$ cat config.mk
export PLATFORM = sky130hd
export DESIGN_NAME = vga_timing_ctrl
export DESIGN_NICKNAME = d
export VERILOG_FILES = /design/src/rtl/vga_timing_ctrl.sv
export SDC_FILE = /design/constraint.sdc
export NUM_CORES = 1
export LEC_CHECK = 0
export ABC_CLOCK_PERIOD_IN_PS = 2900
export BUFFER_PORTS_ARGS = -buffer_cell sky130_fd_sc_hd__buf_2
export CAP_MARGIN = 20
export CORE_MARGIN = 2
export CORE_UTILIZATION = 45
export CTS_CLUSTER_DIAMETER = 100
export DETAILED_ROUTE_END_ITERATION = 16
export PLACE_DENSITY = 0.7
export SLEW_MARGIN = 20
export SYNTH_ARGS = -nofsm -noshare
export SYNTH_HDL_FRONTEND = slang
export SYNTH_SLANG_ARGS = --single-unit
$ cat constraint.sdc
create_clock -name clock50MHz -period 2.9 [get_ports clock50MHz]
set_input_delay 0 -clock clock50MHz [delete_from_list [all_inputs] [get_ports clock50MHz]]
set_output_delay 0 -clock clock50MHz [all_outputs]
set_load 0.03 [all_outputs]
$ cat src/rtl/vga_timing_ctrl.sv
// vga_timing_ctrl: 640x480@60 VGA timing from a 50 MHz clock; in clock50MHz/inReset/inEnable, out pixel tick, h/v sync, active flag, x/y, line/frame-start pulses
module vga_timing_ctrl #(
  parameter int   H_ACTIVE = 640,
  parameter int   H_FRONT  = 16,
  parameter int   H_SYNC   = 96,
  parameter int   H_BACK   = 48,
  parameter int   V_ACTIVE = 480,
  parameter int   V_FRONT  = 10,
  parameter int   V_SYNC   = 2,
  parameter int   V_BACK   = 33,
  parameter logic SYNC_POL = 1'b0
) (
  input  logic       clock50MHz,
  input  logic       inReset,
  input  logic       inEnable,
  output logic       outPixelTick,
  output logic       outHSync,
  output logic       outVSync,
  output logic       outActive,
  output logic [9:0] outX,
  output logic [9:0] outY,
  output logic       outLineStart,
  output logic       outFrameStart
);
  localparam int H_TOTAL = H_ACTIVE + H_FRONT + H_SYNC + H_BACK;
  localparam int V_TOTAL = V_ACTIVE + V_FRONT + V_SYNC + V_BACK;
  if (H_TOTAL > 1024 || V_TOTAL > 1024) begin : g_bad_totals
    $error("vga_timing_ctrl: timing totals exceed 10-bit counters");
  end
  localparam logic [9:0] H_ACT_END  = 10'(H_ACTIVE - 1);
  localparam logic [9:0] H_FP_END   = 10'(H_ACTIVE + H_FRONT - 1);
  localparam logic [9:0] H_SYNC_END = 10'(H_ACTIVE + H_FRONT + H_SYNC - 1);
  localparam logic [9:0] H_TOT_END  = 10'(H_TOTAL - 1);
  localparam logic [9:0] V_ACT_END  = 10'(V_ACTIVE - 1);
  localparam logic [9:0] V_FP_END   = 10'(V_ACTIVE + V_FRONT - 1);
  localparam logic [9:0] V_SYNC_END = 10'(V_ACTIVE + V_FRONT + V_SYNC - 1);
  localparam logic [9:0] V_TOT_END  = 10'(V_TOTAL - 1);
  typedef enum logic [1:0] {HS_ACT, HS_FP, HS_SYNC, HS_BP} h_state_t;
  typedef enum logic [1:0] {VS_ACT, VS_FP, VS_SYNC, VS_BP} v_state_t;
  logic       tick;
  logic [9:0] hcount, vcount, h_end, v_end;
  logic       h_wrap, v_wrap;
  h_state_t   h_state;
  v_state_t   v_state;
  always_comb begin
    h_end  = h_state == HS_ACT ? H_ACT_END : h_state == HS_FP ? H_FP_END : h_state == HS_SYNC ? H_SYNC_END : H_TOT_END;
    v_end  = v_state == VS_ACT ? V_ACT_END : v_state == VS_FP ? V_FP_END : v_state == VS_SYNC ? V_SYNC_END : V_TOT_END;
    h_wrap = hcount == H_TOT_END;
    v_wrap = vcount == V_TOT_END;
  end
  // Phases are listed in enum order, so leaving a phase is a 2-bit increment that wraps BP -> ACT.
  always_ff @(posedge clock50MHz) begin
    if (inReset) begin
      tick    <= 1'b0;
      hcount  <= '0;
      vcount  <= '0;
      h_state <= HS_ACT;
      v_state <= VS_ACT;
    end else if (inEnable) begin
      tick <= ~tick;
      if (tick) begin
        hcount <= h_wrap ? '0 : hcount + 10'd1;
        if (hcount == h_end) h_state <= h_state_t'(h_state + 2'd1);
        if (h_wrap) begin
          vcount <= v_wrap ? '0 : vcount + 10'd1;
          if (vcount == v_end) v_state <= v_state_t'(v_state + 2'd1);
        end
      end
    end
  end
  assign outPixelTick  = tick;
  assign outHSync      = h_state == HS_SYNC ? SYNC_POL : ~SYNC_POL;
  assign outVSync      = v_state == VS_SYNC ? SYNC_POL : ~SYNC_POL;
  assign outActive     = h_state == HS_ACT && v_state == VS_ACT;
  assign outX          = outActive ? hcount : '0;
  assign outY          = outActive ? vcount : '0;
  assign outLineStart  = tick && hcount == '0;
  assign outFrameStart = outLineStart && vcount == '0;
endmodule

==> results of run 1 <==
-- metrics by stage --
stage / power [W] / util / hold slack (ns) / cells
after global placement: 0.0004367 / 0.5209 / 0.3095 / 268
after CTS: 0.0006095 / 0.5355 / 0.5016 / 274
after detailed placement: 0.0004374 / 0.5209 / 0.3319 / 268
after floorplan: 0.0004162 / - / 0.07851 / 204
final: 0.0006060 / 0.5355 / 0.5007 / 274
after global routing: 0.0006341 / 0.5355 / 0.5324 / 274
-- worst min-delay path by stage --
stage / cells after the start / endpoint
global placement: 3 / outPixelTick
floorplan: 1 / vcount[8]
finish: 4 / outPixelTick
detailed placement: 3 / outPixelTick
CTS: 4 / outPixelTick
global route: 4 / outPixelTick
-- layout by cell type, fill, tap and decap left out, drive strengths merged, types with 4 or more instances in the layout --
| cell type | instances |
|---|---|
| buf | 28 |
| dfxtp | 25 |
| and3 | 23 |
| inv | 14 |
| nor2 | 14 |
| nand2 | 13 |
| a21oi | 11 |
| ha | 10 |
| xnor2 | 9 |
| nand3 | 8 |
| nor3 | 6 |
| or4 | 6 |
| or3 | 6 |
| nand4 | 5 |
| o31ai | 5 |
| nor4 | 4 |
| xor2 | 4 |
| nand2b | 4 |
| o21ai | 4 |
-- routing by layer --
layer | up-vias | GRT usage | wire, um
met4 | 0 | 0.06383 | 50
met2 | 33 | 0.2839 | 1684
met3 | 5 | 0.02817 | 143
met5 | - | 0 | 0
li1 | 779 | - | -
met1 | 707 | 0.2746 | 1807
-- worst max-delay path, stage by stage (launching register included) --
cell	delay, ns
dfxtp_1	0.40
or3_4	0.43
or4_4	0.67
a2111oi_2	0.37
mux2_2	0.38
-- cell families (layout without fill, tap and decap cells) --
logic type / after synthesis / in the layout / share of synthesized area
adder cells (fa/ha/maj): 10 / 10 / 0.07657
flip-flops: 25 / 25 / 0.3063
AND/OR/NAND/NOR: 100 / 100 / 0.3522
buffers and inverters: 24 / 48 / 0.06432
XOR/XNOR: 13 / 13 / 0.06968
AO/OA/AOI/OAI: 30 / 30 / 0.1179
multiplexers: 2 / 2 / 0.01302
-- cell type report --
cell class              count  area, um2  share of cell area
clock buffers               3      22.52             0.01231
well taps                  46      57.56             0.03146
inverters                  14      52.55             0.02873
clock inverters             1      7.507            0.004104
flip-flops and latches     25      500.5              0.2736
multi-input cells         155       1028              0.5622
repair buffers             30      160.2             0.08755
-- flip-flops by register name, indices dropped and copies added (netlist names) --
signal / count
outPixelTick: 1
h_state: 2
v_state: 2
hcount: 10
vcount: 10
-- power groups by stage --
stage               Clock, W  Combinational [W]  Sequential, W
floorplan                  0          0.0000514       0.000365
global placement           0          0.0000701       0.000367
detailed placement         0          0.0000709       0.000366
CTS                 0.000177          0.0000733       0.000359
global route        0.000193          0.0000798       0.000361
finish              0.000174          0.0000728       0.000359
-- what timing repair did --
| item | CTS | global route |
|---|---|---|
| endpoints found under the hold margin | 2 | 0 |
| setup endpoints to repair | 0 | 0 |
| hold buffers | 2 | 0 |
==> summary.txt, run 1 <==
Status
  – Status: finished clean

Clock network
  – H-tree depth: 1
  – Worst-path clk slew: 0.16 ns
  – Post-CTS resize count: 0
  – Clk sinks: 25
  – CTS tree: built
  – Clk buf depth: 2
  – Setup Fix Bufs, Post-CTS: 0
  – TritonCTS buffer count: 3
  – Root Driver: clkbuf_4
  – Clock Latency Late Sink: 0.34 ns

Worst setup path
  – CP max FO: 20
  – R2R depth: 4
  – CP arrival: 2.60 ns
  – Register-to-register setup slack: 0.55 ns
  – Req. time, crit path: 3.15 ns
  – CP endpoint kind: flop
  – Capturing point of the worst reg2reg path: v_state[0]
  – Startpoint types: flop
  – Worst setup path end: v_state[0]
  – Worst R2R Start: hcount[5]
  – Crit Path Category: reg -> reg
  – CP Launch Point: hcount[5]

STA
  – Fmax: 0.4253 GHz
  – Slew HR: 0.6140
  – PnR worst setup slack: 0.5487 ns
  – Clock Skews: 0.009816 ns
  – Hold Violations, Final: 0
  – Max Slew Vio Count: 0
  – Final period util: 0.8108
  – Setup Viol. Count Final: 0
  – Slew @ Worst Pin: 0.5790 ns
  – Tmin final: 2.351 ns
  – RSZ-0062 raised after global routing: false
  – Setup TNS: 0 ns

Logic synthesis
  – Top cell type's share of synthesized area: 0.3063
  – Cells after Synth: 204
  – Sequential share of the synthesized area: 0.3063
  – Synthesized area: 1634 um2
  – #FFs+latches synth: 25
  – Yosys warnings: 0
  – Yosys cell types: 40
  – Syn Area/Cell: 8.010 um2
  – Most numerous cell in the Yosys netlist: dfxtp_1
  – Synth area leaders: dfxtp_1, and3_1, ha_1
  – Synth area leader: dfxtp_1
  – Post-synth EDFFs: 0
  – Predominant post-synthesis flop cell: dfxtp_1
  – Mapped Nets: 217
  – Async SR Flop Fraction: 0
  – Top post-synthesis cells by count: dfxtp_1, and3_1, inv_1, nor2_1, nand2_1

Pwr
  – P_sw: 0.0001786 W
  – Internal power: 0.0004273 W
  – Clock power frac: 0.287
  – Maximum vdd ir drop: 0.1680 mV
  – Gate power share: 0.120
  – Switch share: 0.2948
  – Leak: 0.7492 nW
  – Flop pwr share: 0.593
  – Power density cells: 331.3 nW/um2

Final layout
  – Filler cells: 324
  – Area delta synth->final: 11.94%
  – Ant. Diodes: 0
  – Fraction of layout cells with a size suffix above 1: 0.1667
  – Finished Cell Area: 1829 um2
  – Fin nets: 242

Hold path
  – Hold WC Path Type: in -> reg
  – Hold_sp: inEnable

Global routing
  – Number of global-route vias before repair: 1338
  – Initial antenna violation count: 0
  – Total track usage: 0.1890
  – Largest net degree at the start of global routing: 23
  – Global-route wire length before repair: 6306 um
  – Global route overflow: 0

Placed design
  – IO Port Bufs: 28
  – HPWL Detailed: 2605 um
  – Placed Area: 1779 um2
  – Post-Place Setup Slack: 0.5710 ns
  – GPL Wtd Cong: 0.8149

Detailed routing
  – Drt pass-1 iters: 4
  – Total wire length: 3686 um
  – Via count: 1524
  – Vias per cell: 5.562
  – Drt wl/cell: 13.45 um
  – Residual DRC: 0
  – DRT iter0 DRCs: 95
  – Post-detailed-route count of antenna-violating nets: 0

Floorplanning
  – Std-Cell Rows: 21
  – Die Y-Extent: 64.26 um
  – Full die area: 4129 um2
  – Core area: 3416 um2
  – Ports: 29
  – Initial Utilization: 0.4784
  – Die Width: 64.26 um

Flow run
  – Max Cap Viol: 0
Power figures use the tool's default switching activity.
==> inputs of run 2 (changes only) <==
--- a/config.mk
+++ b/config.mk
@@ -5,7 +5,7 @@
 export SDC_FILE = /design/constraint.sdc
 export NUM_CORES = 1
 export LEC_CHECK = 0
-export ABC_CLOCK_PERIOD_IN_PS = 2900
+export ABC_CLOCK_PERIOD_IN_PS = 2400
 export BUFFER_PORTS_ARGS = -buffer_cell sky130_fd_sc_hd__buf_2
 export CAP_MARGIN = 20
 export CORE_MARGIN = 2
==> constraint.sdc (replaced) <==
create_clock -name clock50MHz -period 2.4 [get_ports clock50MHz]
set_input_delay 0 -clock clock50MHz [delete_from_list [all_inputs] [get_ports clock50MHz]]
set_output_delay 0 -clock clock50MHz [all_outputs]
set_load 0.03 [all_outputs]
==> run 2 against run 1 <==
Utilization up 1.8 points. Non-clock buffer count up 6. Die area unchanged. Clock-buffer cell count unchanged. Wire length down 1.4%. Via count up 1.2%. Clock power up 15%. Design area up 3.4%. Critical endpoint is now vcount[7]. Largest cell class unchanged.
==> summary.txt, run 2 (synthesis results as in run 1) <==
Status
  – Status: finished clean

STA
  – Clock Skews: 0.01819 ns
  – Slew @ Worst Pin: 0.5260 ns
  – Setup TNS: 0 ns
  – Setup Viol. Count Final: 0
  – Slew HR: 0.6461
  – Final period util: 0.9176
  – Hold Violations, Final: 0
  – Tmin final: 2.202 ns
  – RSZ-0062 raised after global routing: false
  – Max Slew Vio Count: 0
  – Fmax: 0.4541 GHz

Global routing
  – Largest net degree at the start of global routing: 22
  – Gr busiest metal: met1
  – Global route overflow: 0
  – Number of global-route vias before repair: 1309
  – Met1 usage in global routing: 0.2879
  – Total track usage: 0.1891
  – Initial antenna violation count: 0
  – M3 GR Usage: 0.03345
  – Met2 usage in global routing: 0.2799
  – Global-route wire length before repair: 6327 um

Worst setup path
  – CP max FO: 20
  – CP max stage delay: 0.59 ns
  – Crit Path Category: reg -> reg
  – Register-to-register setup slack: 0.20 ns
  – Crit-path cells: ha_1, nand4_1, or4_4, or4_1, a21oi_1
  – Capturing point of the worst reg2reg path: vcount[7]
  – Worst R2R Start: hcount[0]
  – R2R depth: 5
  – CP arrival: 2.46 ns
  – Req. time, crit path: 2.66 ns
  – Slowest cell on crit path: or4_4
  – Startpoint types: flop
  – CP endpoint kind: flop

Final layout
  – Fraction of layout cells with a size suffix above 1: 0.1966
  – Cell Count, Final, Fillers Out: 280
  – Most frequent cells in the layout: buf_2, dfxtp_1, and3_1
  – Ant. Diodes: 0
  – Area delta synth->final: 15.70%
  – Largest regs: hcount: 10 flops, vcount: 10 flops
  – Commonest non-fill, non-tap cell in the layout: buf_2
  – Fin nets: 248

Hold path
  – Hold_sp: inReset
  – Hold EP: hcount[4]
  – Hold WC Path Type: in -> reg
  – Hold Crit Depth: 2

Detailed routing
  – Total wire length: 3633 um
  – Drt wl/cell: 12.98 um
  – Post-detailed-route count of antenna-violating nets: 0
  – Drt pass-1 iters: 4
  – DRT iter0 DRCs: 106
  – Via count: 1543
  – Residual DRC: 0
  – Vias per cell: 5.511

Clock network
  – TritonCTS buffer count: 3
  – H-tree depth: 1
  – Clock Latency Late Sink: 0.33 ns
  – Worst-path clk slew: 0.16 ns
  – CTS tree: built
  – Clk buf depth: 2
  – Root Driver: clkbuf_4
  – Clk sinks: 25

Placed design
  – GPL Wtd Cong: 0.8671
  – HPWL Detailed: 2709 um
  – Placed instance count: 275
  – IO Port Bufs: 28

Floorplanning
  – Die Y-Extent: 64.26 um
  – Die Width: 64.26 um
  – Full die area: 4129 um2
  – Core area: 3416 um2
  – Std-Cell Rows: 21
  – Ports: 29
  – Initial Utilization: 0.4784

Pwr
  – Leak: 0.7830 nW
  – Power density cells: 382.9 nW/um2
  – Maximum vdd ir drop: 0.1917 mV

Flow run
  – Max Cap Viol: 0
[run 2: how the worst max path moves through the flow]
stage	slack [ns]	from	to	cells after the start
finish	0.20	hcount[0]	vcount[7]	5
global route	0.06	hcount[0]	vcount[6]	5
CTS	0.15	hcount[0]	v_state[0]	5
detailed placement	0.18	hcount[5]	v_state[0]	4
global placement	0.20	hcount[5]	v_state[0]	4
floorplan	0.22	hcount[5]	vcount[7]	6
[run 2: critical path: cells and delay by family (launching register included)]
kind / cells / cell delay, ns
and+or+nand+nor: 3 / 1.30
DFF: 1 / 0.46
adders and majority gates: 1 / 0.21
AOI/OAI and AO/OA: 1 / 0.15
[run 2: area by class of cell]
| type | instances | area, um2 |
|---|---|---|
| Clock buffer | 3 | 22.52 |
| Tap cell | 46 | 57.56 |
| Clock inverter | 1 | 7.507 |
| Fill cell | 345 | 1525 |
| Sequential cell | 25 | 500.5 |
| Multi-Input combinational cell | 155 | 1047 |
| Timing Repair Buffer | 36 | 202.7 |
| Inverter | 14 | 52.55 |
[run 2: repair_timing]
action                                  CTS  global route
hold buffers                              1             0
gates resized for setup                   0             1
hold endpoints to repair                  1             0
endpoints found under the setup margin    0             1
setup buffers                             0             0
[run 2: per-layer routing]
layer,up-vias,part of all wire
met1,698,0.50
li1,794,-
met5,-,0
met4,0,0.0066
met3,4,0.054
met2,47,0.44
[run 2: power by group]
part / total (W) / switching [W] / internal [W]
Combinational: 0.0000920 / 0.0000603 / 0.0000317
Clock: 0.000200 / 0.000137 / 0.0000638
Sequential: 0.000431 / 0.00000942 / 0.000422
[run 2: metrics by stage]
stage	power, W	setup WS (ns)	cell area [um2]	hold WS, ns	util
floorplan	0.0005042	0.2245	1640	0.07851	-
global placement	0.0005321	0.1996	1838	0.3177	0.5381
detailed placement	0.0005316	0.1751	1838	0.3154	0.5381
CTS	0.0007280	0.1497	1878	0.01549	0.5498
global route	0.0007524	0.05699	1891	0.02480	0.5535
finish	0.0007238	0.1978	1891	0.01612	0.5535
